### config.mk
export PLATFORM = sky130hd
export DESIGN_NAME = bcd_event_counter
export DESIGN_NICKNAME = d
export VERILOG_FILES = /design/src/rtl/bcd_event_counter.sv
export SDC_FILE = /design/constraint.sdc
export NUM_CORES = 1
export LEC_CHECK = 0
export CAP_MARGIN = 20
export CELL_PAD_IN_SITES_DETAIL_PLACEMENT = 1
export CELL_PAD_IN_SITES_GLOBAL_PLACEMENT = 2
export CORE_MARGIN = 1
export CORE_UTILIZATION = 37
export CTS_CLUSTER_SIZE = 28
export DETAILED_ROUTE_END_ITERATION = 16
export GPL_TIMING_DRIVEN = 0
export HOLD_SLACK_MARGIN = 0.12
export PLACE_DENSITY = 0.86
export SLEW_MARGIN = 20
export SYNTH_ARGS = -nofsm -noshare
export SYNTH_HDL_FRONTEND = slang
export SYNTH_SLANG_ARGS = --single-unit
### constraint.sdc
create_clock -name clk_clk -period 3.1 [get_ports clk_clk]
set_input_delay 0.31 -clock clk_clk [delete_from_list [all_inputs] [get_ports clk_clk]]
set_output_delay 0.31 -clock clk_clk [all_outputs]
set_load 0.02 [all_outputs]
### src/rtl/bcd_event_counter.sv
// Three-digit BCD up/down counter stepped by a prescaler tick or a push button.
// Define BCD_EVENT_COUNTER_DEBOUNCE_EN to add a stability filter on the button.
module bcd_event_counter #(
  parameter int TICK_DIV        = 50000000,
  parameter int DEBOUNCE_CYCLES = 1000000
) (
  input  logic       clk_clk,
  input  logic       reset_reset,
  input  logic       run,
  input  logic       up_down,
  input  logic       clear,
  input  logic       step_btn_n,
  output logic [3:0] unites,
  output logic [3:0] dizaines,
  output logic [3:0] centaines,
  output logic       wrap,
  output logic       tick
);

  localparam int PW =
    (TICK_DIV > 1) ? $clog2(TICK_DIV) : 1;
  localparam logic [PW-1:0] PMAX = PW'(TICK_DIV - 1);

  logic [PW-1:0] presc;
  logic          sync1;
  logic          sync2;
  logic          btn_cond;
  logic          btn_prev;
  logic          press;
  logic          step;
  logic [3:0]    nu;
  logic [3:0]    nd;
  logic [3:0]    nc;
  logic          nw;

  assign tick = run && !reset_reset
             && (presc == PMAX);

  always_ff @(posedge clk_clk) begin
    if (reset_reset) begin
      sync1 <= 1'b1;
      sync2 <= 1'b1;
    end else begin
      sync1 <= step_btn_n;
      sync2 <= sync1;
    end
  end

`ifdef BCD_EVENT_COUNTER_DEBOUNCE_EN
  localparam int DW =
    (DEBOUNCE_CYCLES > 1) ? $clog2(DEBOUNCE_CYCLES) : 1;
  localparam logic [DW-1:0] DMAX =
    DW'(DEBOUNCE_CYCLES - 1);

  logic [DW-1:0] db_cnt;

  // Any return to the held level restarts the stability count.
  always_ff @(posedge clk_clk) begin
    if (reset_reset) begin
      db_cnt   <= '0;
      btn_cond <= 1'b1;
    end else if (sync2 == btn_cond) begin
      db_cnt   <= '0;
    end else if (db_cnt == DMAX) begin
      db_cnt   <= '0;
      btn_cond <= sync2;
    end else begin
      db_cnt   <= db_cnt + DW'(1);
    end
  end
`else
  logic unused_cfg;

  assign unused_cfg = ^DEBOUNCE_CYCLES;
  assign btn_cond   = sync2;
`endif

  always_ff @(posedge clk_clk) begin
    if (reset_reset) begin
      btn_prev <= 1'b1;
    end else begin
      btn_prev <= btn_cond;
    end
  end

  assign press = btn_prev && !btn_cond;
  assign step  = tick || press;

  always_comb begin
    nu = unites;
    nd = dizaines;
    nc = centaines;
    nw = 1'b0;
    if (up_down) begin
      if (unites >= 4'd9) begin
        nu = 4'd0;
        if (dizaines >= 4'd9) begin
          nd = 4'd0;
          if (centaines >= 4'd9) begin
            nc = 4'd0;
            nw = 1'b1;
          end else begin
            nc = centaines + 4'd1;
          end
        end else begin
          nd = dizaines + 4'd1;
        end
      end else begin
        nu = unites + 4'd1;
      end
    end else begin
      if (unites == 4'd0) begin
        nu = 4'd9;
        if (dizaines == 4'd0) begin
          nd = 4'd9;
          if (centaines == 4'd0) begin
            nc = 4'd9;
            nw = 1'b1;
          end else begin
            nc = centaines - 4'd1;
          end
        end else begin
          nd = dizaines - 4'd1;
        end
      end else begin
        nu = unites - 4'd1;
      end
    end
  end

  always_ff @(posedge clk_clk) begin
    if (reset_reset) begin
      presc     <= '0;
      unites    <= 4'd0;
      dizaines  <= 4'd0;
      centaines <= 4'd0;
      wrap      <= 1'b0;
    end else if (clear) begin
      presc     <= '0;
      unites    <= 4'd0;
      dizaines  <= 4'd0;
      centaines <= 4'd0;
      wrap      <= 1'b0;
    end else begin
      unique case (1'b1)
        !run:           presc <= '0;
        presc == PMAX:  presc <= '0;
        default:        presc <= presc + PW'(1);
      endcase
      wrap <= 1'b0;
      if (step) begin
        unites    <= nu;
        dizaines  <= nd;
        centaines <= nc;
        wrap      <= nw;
      end
    end
  end

endmodule
=== Word level (Yosys, flattened, before mapping) ===
Cells that the tools add are included.

* $add $sub $neg: 7
* Order comparisons: 3
* Equality and inequality tests: 3
* Muxes and demuxes: 22
* Bitwise gates (word level): 1
* Reduce and logical (&&, ||, !) cells: 17

{| class="wikitable"
|+ Operator list
! operator !! count
|-
| 4-bit 2-to-1 mux || 15
|-
| 26-bit by 1-bit adder with 26-bit output, second input constant || 1
|-
| 26-bit == test, second input constant || 1
|-
| 4-bit by 1-bit adder with 4-bit output, second input constant || 3
|-
| 4-bit >= comparator, second input constant || 3
|-
| 4-bit zero test || 3
|-
| 4-bit by 1-bit subtractor with 4-bit output, second input constant || 3
|-
| 1-bit 2-to-1 mux || 7
|-
| 5-bit AND reduction || 1
|-
| 2-bit by 1-bit != test with 1-bit output, second input constant || 2
|-
| 2-bit nonzero test || 2
|-
| 4-bit OR reduction || 1
|-
| 1-bit logical AND || 3
|-
| 1-bit zero test || 3
|-
| 3-bit AND reduction || 1
|-
| 3-bit OR reduction || 1
|-
| 2-bit OR reduction || 1
|-
| 1-bit logical OR || 1
|-
| 1-bit inverter || 1
|}

* Register bits after elaboration: 42
* Input bits: 6
* Output and inout port bits: 14

=== Longest topological paths before layout ===
* Depth after elaboration: 6
* Mapped depth: 7
* Mapped depth without buffers: 7

=== Least setup slack after synthesis ===
No wires, ideal clock.

* Path type: register to register
* Start point: register unites[1]
* End point: register centaines[2]
* Arrival time: 2,225 ps
* Data required time: 3,035 ps
* Path slack: 810 ps
* Stages on the path, launching flop included: 8
* Buffers on the path: 0
* Period minus slack after synthesis: 2,290 ps
* Cell sequence: dfxtp_1 inv_1 ha_1 or3b_2 a31oi_1 nor3_1 a41o_1 nor2_1

* Word-level cells in the longest chain between the ends: 3
* Elaborated cells between the ends (all ways): 5
* Those cells by class: order compare: 1; eq/ne: 1; reduce/logical: 3

{| class="wikitable"
|+ Ends and longest elaborated chain
! what !! line !! text
|-
| start: declaration || 13 || <nowiki>output logic [3:0] unites,</nowiki>
|-
| start signal: assignment || 152 || <nowiki>unites <= nu;</nowiki>
|-
| 4-bit >= comparator or 4-bit zero test (tied branches) || 95, 112 ||
|-
| 2-bit by 1-bit != test with 1-bit output (no line) or 2-bit nonzero test (tied branches) || -- ||
|-
| 5-bit AND reduction (no line) * || -- ||
|-
| end signal: assignment || 154 || <nowiki>centaines <= nc;</nowiki>
|-
| end: declaration || 15 || <nowiki>output logic [3:0] centaines,</nowiki>
|}

Every way passes the cells marked *; elsewhere a longest branch is shown, timed or not.
A chain may end at the register's enable or synchronous reset.

=== Worst setup path in the final report ===
* Start point: register presc[8]
* End point: output port tick

* Word-level cells in the longest chain between the ends: 2

{| class="wikitable"
|+ Ends and longest elaborated chain
! what !! line !! text
|-
| start: declaration || 24 || <nowiki>logic [PW-1:0] presc;</nowiki>
|-
| start signal: assignment || 148 || <nowiki>default: presc <= presc + PW'(1);</nowiki>
|-
| 26-bit == test || 37 || <nowiki>&& (presc == PMAX);</nowiki>
|-
| 1-bit logical AND || 37 ||
|-
| end: declaration || 17 || <nowiki>output logic tick</nowiki>
|}

No other way between the ends.

==> metrics <==
placed cells=383; Worst Setup SP=presc[8]; top_reg_cell synth=dfxtp_1; Synth top area share=0.356; vias in the first global route=2057; top-level I/O count=20; via count=between 2000 and 2500; fin util=0.459; static leakage=roughly 0.9 nW; Final ANT Viol Nets=0; Final Hold Viols=0; post-DP HPWL=4310 um; Reg area=841 um2; DRT iter0 DRCs=77; status=finished, final reports clean; count leader, synth=nor2_1; Area contributors post-synth=dfxtp_1 (36%), nor2_1 (7.0%), ha_1 (6.9%), xnor2_1 (5.9%), a21oi_1 (3.6%); final wirelength=5910 um; Area Overhead vs Synth=17.0%; Worst slew margin=0.423; Crit path largest cell delay=approximately 0.61 ns; initial antenna violation count=0; Post-synth top cells=nor2_1 (44), dfxtp_1 (42), a21oi_1 (17); die area=roughly 0.0067 mm2; CTS Buf Count=5; CP Launch Type=flop; Post-Route Skew=0.00606 ns; syn avg cell area=8.18 um2; crit path DAT=2.49 ns; # setup viols final=0; Non-Filler Instances=391; MaxCap Viol Count=0; total global-route track usage=0.193; multi-input logic area=between 0.001 and 0.0015 mm2; Chip Width=81.9 um; hold_sp=sync1; Crit. End Element=output port; largest net degree at the start of global routing=15; Period minus WS final=2.80 ns; Initial Util=0.392; WP data required=2.79 ns; row count=28; Cell variety after synth=48; FILL cells=~760; pre-CTS setup slack=0.192 ns; cell family with most CP delay=simple AND/OR/NAND/NOR gates; # diodes=0; share of layout cells above drive strength 1=0.0696; Post-Syn Nets=308; clk slew on worst S/H paths=0.08 ns; crit path max fanout=5; CTS max path bufs=2; GP Congestion=between 0.7 and 0.8; worst vdd ir=0.000317 V; number of port buffers=19; Max Fclk=357 MHz; Post-synth EDFFs=0; RSZ-0062 raised after global routing=no; first-pass GRT wire length=10100 um; area leader, netlist=dfxtp_1; Core Area=0.00603 mm2; hold slack final=~0.42 ns; nets=334; Tot Pwr=1.06 mW; Final period util=0.903; Overflow after GRT=0; yosys warns=0; Slew Viols, Final=0; clock latency at the later pin of the worst-skew pair=0.29 ns; sequential fraction of the synthesis area=0.356; die boundary height=81.9 um; Synth async-reset ratio=0; drt pass-1 iters=4; fin worst setup slack=0.300 ns; drc violations=0; HP Class=flop to flop; Synth Register Bits=42; reg2reg start=unites[0]; worst path buffer plus inverter count=1; Post-Synthesis Cells=slightly below 300; CTS tree=done; Max stage delay cell, worst path=clkdlybuf4s50_1; CTS Root Cell=clkbuf_8; Mapped Area=0.00236 mm2; H-tree Lvls=2; Finished Cell Area=between 0.002 and 0.003 mm2; post-placement cell area=0.00265 mm2; CP Class=flop to output port; post-DR wirelength/cell=15.1 um; Worst-Margin Slew=0.864 ns; CTS sink count=42; PwrDens=383 mW/mm2; Via density=approximately 5.5; setup_tns=0 ns; critical-path cell list=or4b_4 > nor4_4 > nand3_1 > nor2b_1 > clkdlybuf4s50_1
==> placed cells by master, fill, tap and decap left out, types with 2 or more instances in the layout <==
| master | instances |
|---|---|
| nor2_1 | 44 |
| dfxtp_1 | 42 |
| clkdlybuf4s50_1 | 19 |
| a21oi_1 | 17 |
| xnor2_1 | 16 |
| nand3_1 | 15 |
| nand2_1 | 15 |
| ha_1 | 13 |
| inv_1 | 12 |
| nor3_1 | 11 |
| clkbuf_1 | 10 |
| xor2_1 | 8 |
| and3_1 | 7 |
| o21ai_0 | 7 |
| nand4_1 | 6 |
| nor2b_1 | 6 |
| a31oi_1 | 5 |
| clkbuf_8 | 5 |
| nand2b_1 | 4 |
| or4_1 | 4 |
| or2_2 | 4 |
| o22ai_1 | 4 |
| o31ai_1 | 3 |
| or3_1 | 3 |
| and4_1 | 2 |
| or3b_2 | 2 |
| o32ai_1 | 2 |
| nor3b_1 | 2 |
| a31o_2 | 2 |
| o41ai_1 | 2 |
==> final timing paths <==
check / to / slack, ns / cells after the start
max: tick / 0.30 / 5
min: btn_cond / 0.42 / 1
max reg2reg: centaines[1] / 0.50 / 7
min reg2reg: btn_cond / 0.42 / 1
==> logic make-up (layout without fill, tap and decap cells) <==
family | Yosys count | after routing | share of synthesized area
buffers and inverters | 23 | 50 | 0.0370
and+or+nand+nor | 132 | 132 | 0.292
adders and majority gates | 13 | 13 | 0.0688
AOI/OAI and AO/OA | 54 | 54 | 0.153
xor gates and xnor gates | 24 | 24 | 0.0889
DFF | 42 | 42 | 0.356
muxes | 1 | 1 | 0.00476
==> power by group <==
group,switching [mW],total [mW],internal (mW)
sequential,0.00307,0.546,0.542
clock,0.201,0.443,0.242
combinational,0.0456,0.0725,0.0269
total,0.250,1.06,0.811
==> area by class of cell <==
class | instances | area share
inverters | 12 | 0.0163
multi-input cells | 224 | 0.521
plain buffers | 11 | 0.0154
repair buffers | 19 | 0.0687
flip-flops and latches | 42 | 0.304
clock buffers | 5 | 0.0249
well taps | 75 | 0.0339
clock inverters | 3 | 0.0158
==> per-layer routing <==
layer  wire length, um  share of wire  track usage  up-vias
li1                  -              -            -     1082
met1              3210           0.54        0.287     1021
met2              2530           0.43        0.288       26
met3               119          0.020       0.0300        4
met4                38         0.0064       0.0421        0
met5                 0              0            0        -
==> timing repair <==
action | 4_1_cts | 5_1_grt
setup buffers | 0 | 0
resized for setup | 0 | 1
hold buffers | 0 | 0
setup endpoints to repair | 0 | 2
==> state kept, by name, indices dropped and copies added (netlist names) <==
register   count
sync1          1
centaines      4
unites         4
wrap           1
btn_cond       1
dizaines       4
btn_prev       1
presc         26
Note: power is estimated with default switching activity, not from simulation.
